==> config.mk <==
export PLATFORM = sky130hd
export DESIGN_NAME = fma_issue_ctrl
export DESIGN_NICKNAME = d
export VERILOG_FILES = /design/src/rtl/fma_issue_ctrl.sv
export SDC_FILE = /design/constraint.sdc
export NUM_CORES = 1
export LEC_CHECK = 0
export BUFFER_PORTS_ARGS = -buffer_cell sky130_fd_sc_hd__buf_2
export CAP_MARGIN = 20
export CELL_PAD_IN_SITES_DETAIL_PLACEMENT = 1
export CELL_PAD_IN_SITES_GLOBAL_PLACEMENT = 2
export CORE_ASPECT_RATIO = 0.8
export CORE_MARGIN = 4
export CORE_UTILIZATION = 27
export DETAILED_ROUTE_END_ITERATION = 8
export HOLD_SLACK_MARGIN = 0.15
export PLACE_DENSITY = 0.76
export SLEW_MARGIN = 25
export SYNTH_ARGS = -nofsm -noshare
export SYNTH_HDL_FRONTEND = slang
export SYNTH_SLANG_ARGS = --single-unit
==> constraint.sdc <==
create_clock -name clk -period 1.9 [get_ports clk]
set_input_delay 0.19 -clock clk [delete_from_list [all_inputs] [get_ports clk]]
set_output_delay 0.19 -clock clk [all_outputs]
set_load 0.02 [all_outputs]
==> src/rtl/fma_issue_ctrl.sv <==
// ============================================================================
// Module   : fma_issue_ctrl
// Purpose  : Issues one FMA request at a time to a multi-cycle FMA unit,
//            applies the op-dependent sign flips, waits for the result strobe
//            (with timeout) and presents a valid/ready response.
// Revision : 1.0  initial release
// ============================================================================
`default_nettype none

module fma_issue_ctrl #(
    parameter int unsigned TIMEOUT = 64
) (
    input  logic        clk,
    input  logic        rst,
    input  logic        req_valid,
    output logic        req_ready,
    input  logic [1:0]  req_op,
    input  logic [31:0] req_rs1,
    input  logic [31:0] req_rs2,
    input  logic [31:0] req_rs3,
    input  logic [4:0]  req_rd,
    output logic [31:0] fma_a,
    output logic [31:0] fma_b,
    output logic [31:0] fma_c,
    output logic        fma_rst,
    input  logic [31:0] fma_z,
    input  logic        fma_z_stb,
    output logic        rsp_valid,
    input  logic        rsp_ready,
    output logic [31:0] rsp_data,
    output logic [4:0]  rsp_rd,
    output logic        rsp_timeout
);

    localparam logic [31:0] C_QNAN      = 32'h7FC0_0000;
    localparam logic [7:0]  C_LAST_WAIT = 8'(TIMEOUT - 1);

    typedef enum logic [1:0] {
        S_IDLE   = 2'd0,
        S_LAUNCH = 2'd1,
        S_WAIT   = 2'd2,
        S_RESP   = 2'd3
    } state_t;

    state_t      state_q;
    logic [7:0]  wait_cnt_q;
    logic [31:0] a_q;
    logic [31:0] b_q;
    logic [31:0] c_q;
    logic [4:0]  rd_q;
    logic        req_ready_q;
    logic        fma_rst_q;
    logic        rsp_valid_q;
    logic [31:0] rsp_data_q;
    logic [4:0]  rsp_rd_q;
    logic        rsp_timeout_q;

    logic [31:0] a_d;
    logic [31:0] c_d;

    // op[1] negates the product (flip a), op[0] negates the addend (flip c)
    always_comb begin
        a_d = {req_rs1[31] ^ req_op[1], req_rs1[30:0]};
        c_d = {req_rs3[31] ^ req_op[0], req_rs3[30:0]};
    end

    always_ff @(posedge clk or negedge rst) begin
        if (!rst) begin
            state_q       <= S_IDLE;
            wait_cnt_q    <= 8'd0;
            a_q           <= 32'd0;
            b_q           <= 32'd0;
            c_q           <= 32'd0;
            rd_q          <= 5'd0;
            req_ready_q   <= 1'b1;
            fma_rst_q     <= 1'b1;
            rsp_valid_q   <= 1'b0;
            rsp_data_q    <= 32'd0;
            rsp_rd_q      <= 5'd0;
            rsp_timeout_q <= 1'b0;
        end else begin
            case (state_q)
                S_IDLE: begin
                    if (req_valid) begin
                        a_q         <= a_d;
                        b_q         <= req_rs2;
                        c_q         <= c_d;
                        rd_q        <= req_rd;
                        req_ready_q <= 1'b0;
                        fma_rst_q   <= 1'b0;
                        state_q     <= S_LAUNCH;
                    end
                end
                S_LAUNCH: begin
                    wait_cnt_q <= 8'd0;
                    state_q    <= S_WAIT;
                end
                S_WAIT: begin
                    // A strobe on the last wait cycle still wins over the timeout
                    if (fma_z_stb) begin
                        rsp_data_q    <= fma_z;
                        rsp_timeout_q <= 1'b0;
                        rsp_rd_q      <= rd_q;
                        rsp_valid_q   <= 1'b1;
                        fma_rst_q     <= 1'b1;
                        state_q       <= S_RESP;
                    end else if (wait_cnt_q == C_LAST_WAIT) begin
                        rsp_data_q    <= C_QNAN;
                        rsp_timeout_q <= 1'b1;
                        rsp_rd_q      <= rd_q;
                        rsp_valid_q   <= 1'b1;
                        fma_rst_q     <= 1'b1;
                        state_q       <= S_RESP;
                    end else begin
                        wait_cnt_q <= wait_cnt_q + 8'd1;
                    end
                end
                S_RESP: begin
                    if (rsp_ready) begin
                        rsp_valid_q <= 1'b0;
                        req_ready_q <= 1'b1;
                        state_q     <= S_IDLE;
                    end
                end
                default: begin
                    state_q     <= S_IDLE;
                    req_ready_q <= 1'b1;
                    fma_rst_q   <= 1'b1;
                    rsp_valid_q <= 1'b0;
                end
            endcase
        end
    end

    assign req_ready   = req_ready_q;
    assign fma_a       = a_q;
    assign fma_b       = b_q;
    assign fma_c       = c_q;
    assign fma_rst     = fma_rst_q;
    assign rsp_valid   = rsp_valid_q;
    assign rsp_data    = rsp_data_q;
    assign rsp_rd      = rsp_rd_q;
    assign rsp_timeout = rsp_timeout_q;

endmodule

`default_nettype wire

==> metrics.md <==
| Metric | Value |
|---|---|
| IO buf count | `approximately 280` |
| Worst path required time | `between 2 and 2.5 ns` |
| Antenna violations before repair | `2` |
| CTS buffer count | `17` |
| Final TNS setup | `0 ns` |
| Remaining antenna violation count after routing | `0` |
| Worst Hold Depth | `4` |
| Crit-path leading delay family | `simple AND/OR/NAND/NOR gates` |
| Grt total ovfl | `0` |
| Number of global-route vias before repair | `~5,600` |
| Max cap viols | `0` |
| DRC | `0` |
| CTS HTree Levels | `4` |
| Die ar. | `between 20,000 and 25,000 um2` |
| R2r worst-path depth | `6` |
| Worst vdd ir | `approximately 0.76 mV` |
| Proportion of synthesized area in mux cells | `a little over a fifth` |
| Leak Pwr | `roughly 4.7 nW` |
| Die Y | `roughly 140 um` |
| RSZ-0062 raised after global routing | `false` |
| DR iter-0 viols | `between 150 and 200` |
| Min Tclk post-route | `~1.8 ns` |
| Gr usage total | `16.7%` |
| CTS tree | `done` |
| Fmax achieved | `~550 MHz` |
| Top-count cell post-synth | `dfrtp_1` |
| XOR/XNOR Fraction of Synth Area | `less than 1%` |
| Startpoint type of the worst setup path | `register` |
| Clock transition at path regs | `around 0.060 ns` |
| Final-layout fill cell count | `around 2,200` |
| Post-Syn Nets | `approximately 530` |
| Fin. max-slew vios | `0` |
| First-pass iteration count of the detailed router | `4` |
| Top-area cell type share of the netlist area | `between 60 and 70%` |
| Commonest cells post-synth | `dfrtp_1 (150), mux2_2 (100), a22o_1 (23), nand2_1 (13), nand3_1 (10)` |
| # clock sinks | `about 150` |
| Routed WL | `about 20 mm` |
| Warnings from Yosys | `0` |
| Area grow syn2layout | `65.0%` |
| DR vias | `about 5,000` |
| Complex-gate fraction of the synthesized area | `6.76%` |
| Clock buffer depth | `2` |
| Worst-Margin Slew | `0.585 ns` |
| Final instance area | `slightly below 10,000 um2` |
| Die width | `between 150 and 200 um` |
| Post-CTS setup buffers | `0` |
| Cells after Synth | `about 380` |
| Final worst slack | `0.0697 ns` |
| Clock Skews | `between 0.006 and 0.007 ns` |
| Root buffer cell | `clkbuf_16` |
| Adder-Cell Fraction of Synth Area | `1.28%` |
| Final cycle utilization of the critical path | `between 90% and 100%` |
| Hpwl dp | `around 13 mm` |
| Critical Path Max Stage Delay | `~0.42 ns` |
| Combinational family with the most area after synthesis | `multiplexers` |
| Worst EP arrival | `between 2 and 2.5 ns` |
| I/O Pins | `277` |
| Ys flop type | `dfrtp_1` |
| Power density cells | `~1700 nW/um2` |
| Yosys cell types | `32` |
| Synth top area cells | `dfrtp_1 (64%), mux2_2 (19%), a22o_1 (3.4%)` |
| Worst Hold Class | `input pin to register` |
| Hold violation count in the final report | `0` |
| CP Max Fanout | `14` |
| Initial Util | `roughly 28%` |
| Post-Syn Area per Cell | `~15 um2` |
| Gpl congestion | `between 0.7 and 0.8` |
| Cell Area, Synth | `roughly 6000 um2` |
| Simple-gate area share of the yosys netlist | `about 3.3%` |
| # nets final | `around 950` |
| Clk_lat worst skew | `~0.42 ns` |
| Setup WS pre-CTS | `-0.00996 ns` |
| CP cell instances | `ha_2, or3b_4, o21bai_4, nand2_2, buf_12, mux2_4` |
| CP endpoint kind | `register` |
| Number of vias per cell | `about 4.5` |
| Number of synthesized flops with an enable pin | `0` |
| Area leader, netlist | `dfrtp_1` |
| Critical path depth | `6` |
| Register bit total from synthesis | `152` |
| Core area | `~21,000 um2` |
| FP Rows | `47` |
| Async SR Flop Fraction | `100%` |
| Setup Viol. Count Final | `0` |
| Status | `finished, final reports clean` |
| First-pass GRT wire length | `around 32 mm` |
| Sequential area share after synthesis | `between 60% and 70%` |
| Pin count of the biggest net entering global routing | `60` |
| Max stage delay cell, worst path | `or3b_4` |
| Share of cells above drive strength 1 | `53.0%` |
| WL/cell | `18.3 um` |
| CP Class | `register to register` |
| Buf/Inv on CP | `1` |
| Relative slew slack | `61.0%` |
| Placement Cell Area | `7630 um2` |
[cell type report]
cell class / instances / area [um2] / share of cell area [%]
antenna: 3 / 7.51 / 0.0778
timing repair buffer: 426 / 2910 / 30.1
inverter: 5 / 18.8 / 0.195
tap: 269 / 337 / 3.49
clock buffer: 19 / 443 / 4.59
clock inverter: 13 / 193 / 2.00
multi-input combinational: 206 / 1940 / 20.1
sequential: 152 / 3810 / 39.5
[sequential cells by signal, summed over array words and instances, names as in the netlist]
signal       flops
wait_cnt_q       8
rsp_rd           5
state_q          2
fma_rst          1
rd_q             5
req_ready        1
fma_a           32
fma_b           32
rsp_valid        1
rsp_timeout      1
fma_c           32
rsp_data        32
[placed cells by master, fill, tap and decap left out, types with 9 or more instances in the layout]
cell,synthesis,routed
dfrtp_1,150,150
dlygate4sd3_1,0,137
nand3_1,10,10
a22o_1,23,23
mux2_2,100,100
nand2_1,13,12
buf_2,6,275
clkbuf_16,0,17
o22a_1,9,9
buf_4,0,9
[metal layers]
metal	GRT usage (%)	vias to the layer above	wire, um
li1	-	2221	-
met1	18.7	2470	7690
met2	29.6	197	10400
met3	5.69	37	1340
met4	6.05	0	510
met5	0	-	0
[worst min-delay path, delay by kind of cell]
family | cells | cell delay [ns]
compound gates | 2 | 0.19
buf+inv | 1 | 0.11
simple gates | 1 | 0.10
[repair_timing]
| item | 4_1_cts | 5_1_grt |
|---|---|---|
| setup endpoints to repair | 23 | 14 |
| hold buffers | 137 | 0 |
| gates resized for setup | 1 | 2 |
| endpoints found under the hold margin | 189 | 0 |
[cell families after synthesis]
logic type / count (synthesis)
xor gates and xnor gates: 2
muxes: 109
AOI/OAI and AO/OA: 49
and+or+nand+nor: 40
DFF: 152
adders and majority gates: 6
buffers and inverters: 25
[power by group]
part	switching, mW	internal [mW]
clock network	1.41	2.25
logic	3.94	2.98
registers	0.878	4.83
total	6.23	10.1
[path summary, 6_finish.rpt]
kind | slack [ns] | to | from
min reg2reg | 0.48 | fma_c[31] | fma_c[31]
max reg2reg | 0.07 | rsp_rd[4] | wait_cnt_q[1]
max | 0.07 | rsp_rd[4] | wait_cnt_q[1]
max in group asynchronous | 0.88 | fma_rst | rst
min | 0.22 | fma_rst | fma_z_stb
min in group asynchronous | 0.30 | fma_a[1] | rst
[metrics by stage]
step | instances | util (%) | power [mW] | hold WS, ns
6_report | 1093 | 46.0 | 16.3 | 0.221
3_5_place_dp | 921 | 36.3 | 12.4 | 0.212
3_3_place_gp | 921 | 36.3 | 12.1 | 0.186
2_1_floorplan | 383 | - | 9.76 | -0.106
4_1_cts | 1090 | 45.9 | 16.4 | 0.196
5_1_grt | 1092 | 45.9 | 17.2 | 0.217
(Power assumes the default switching activity.)
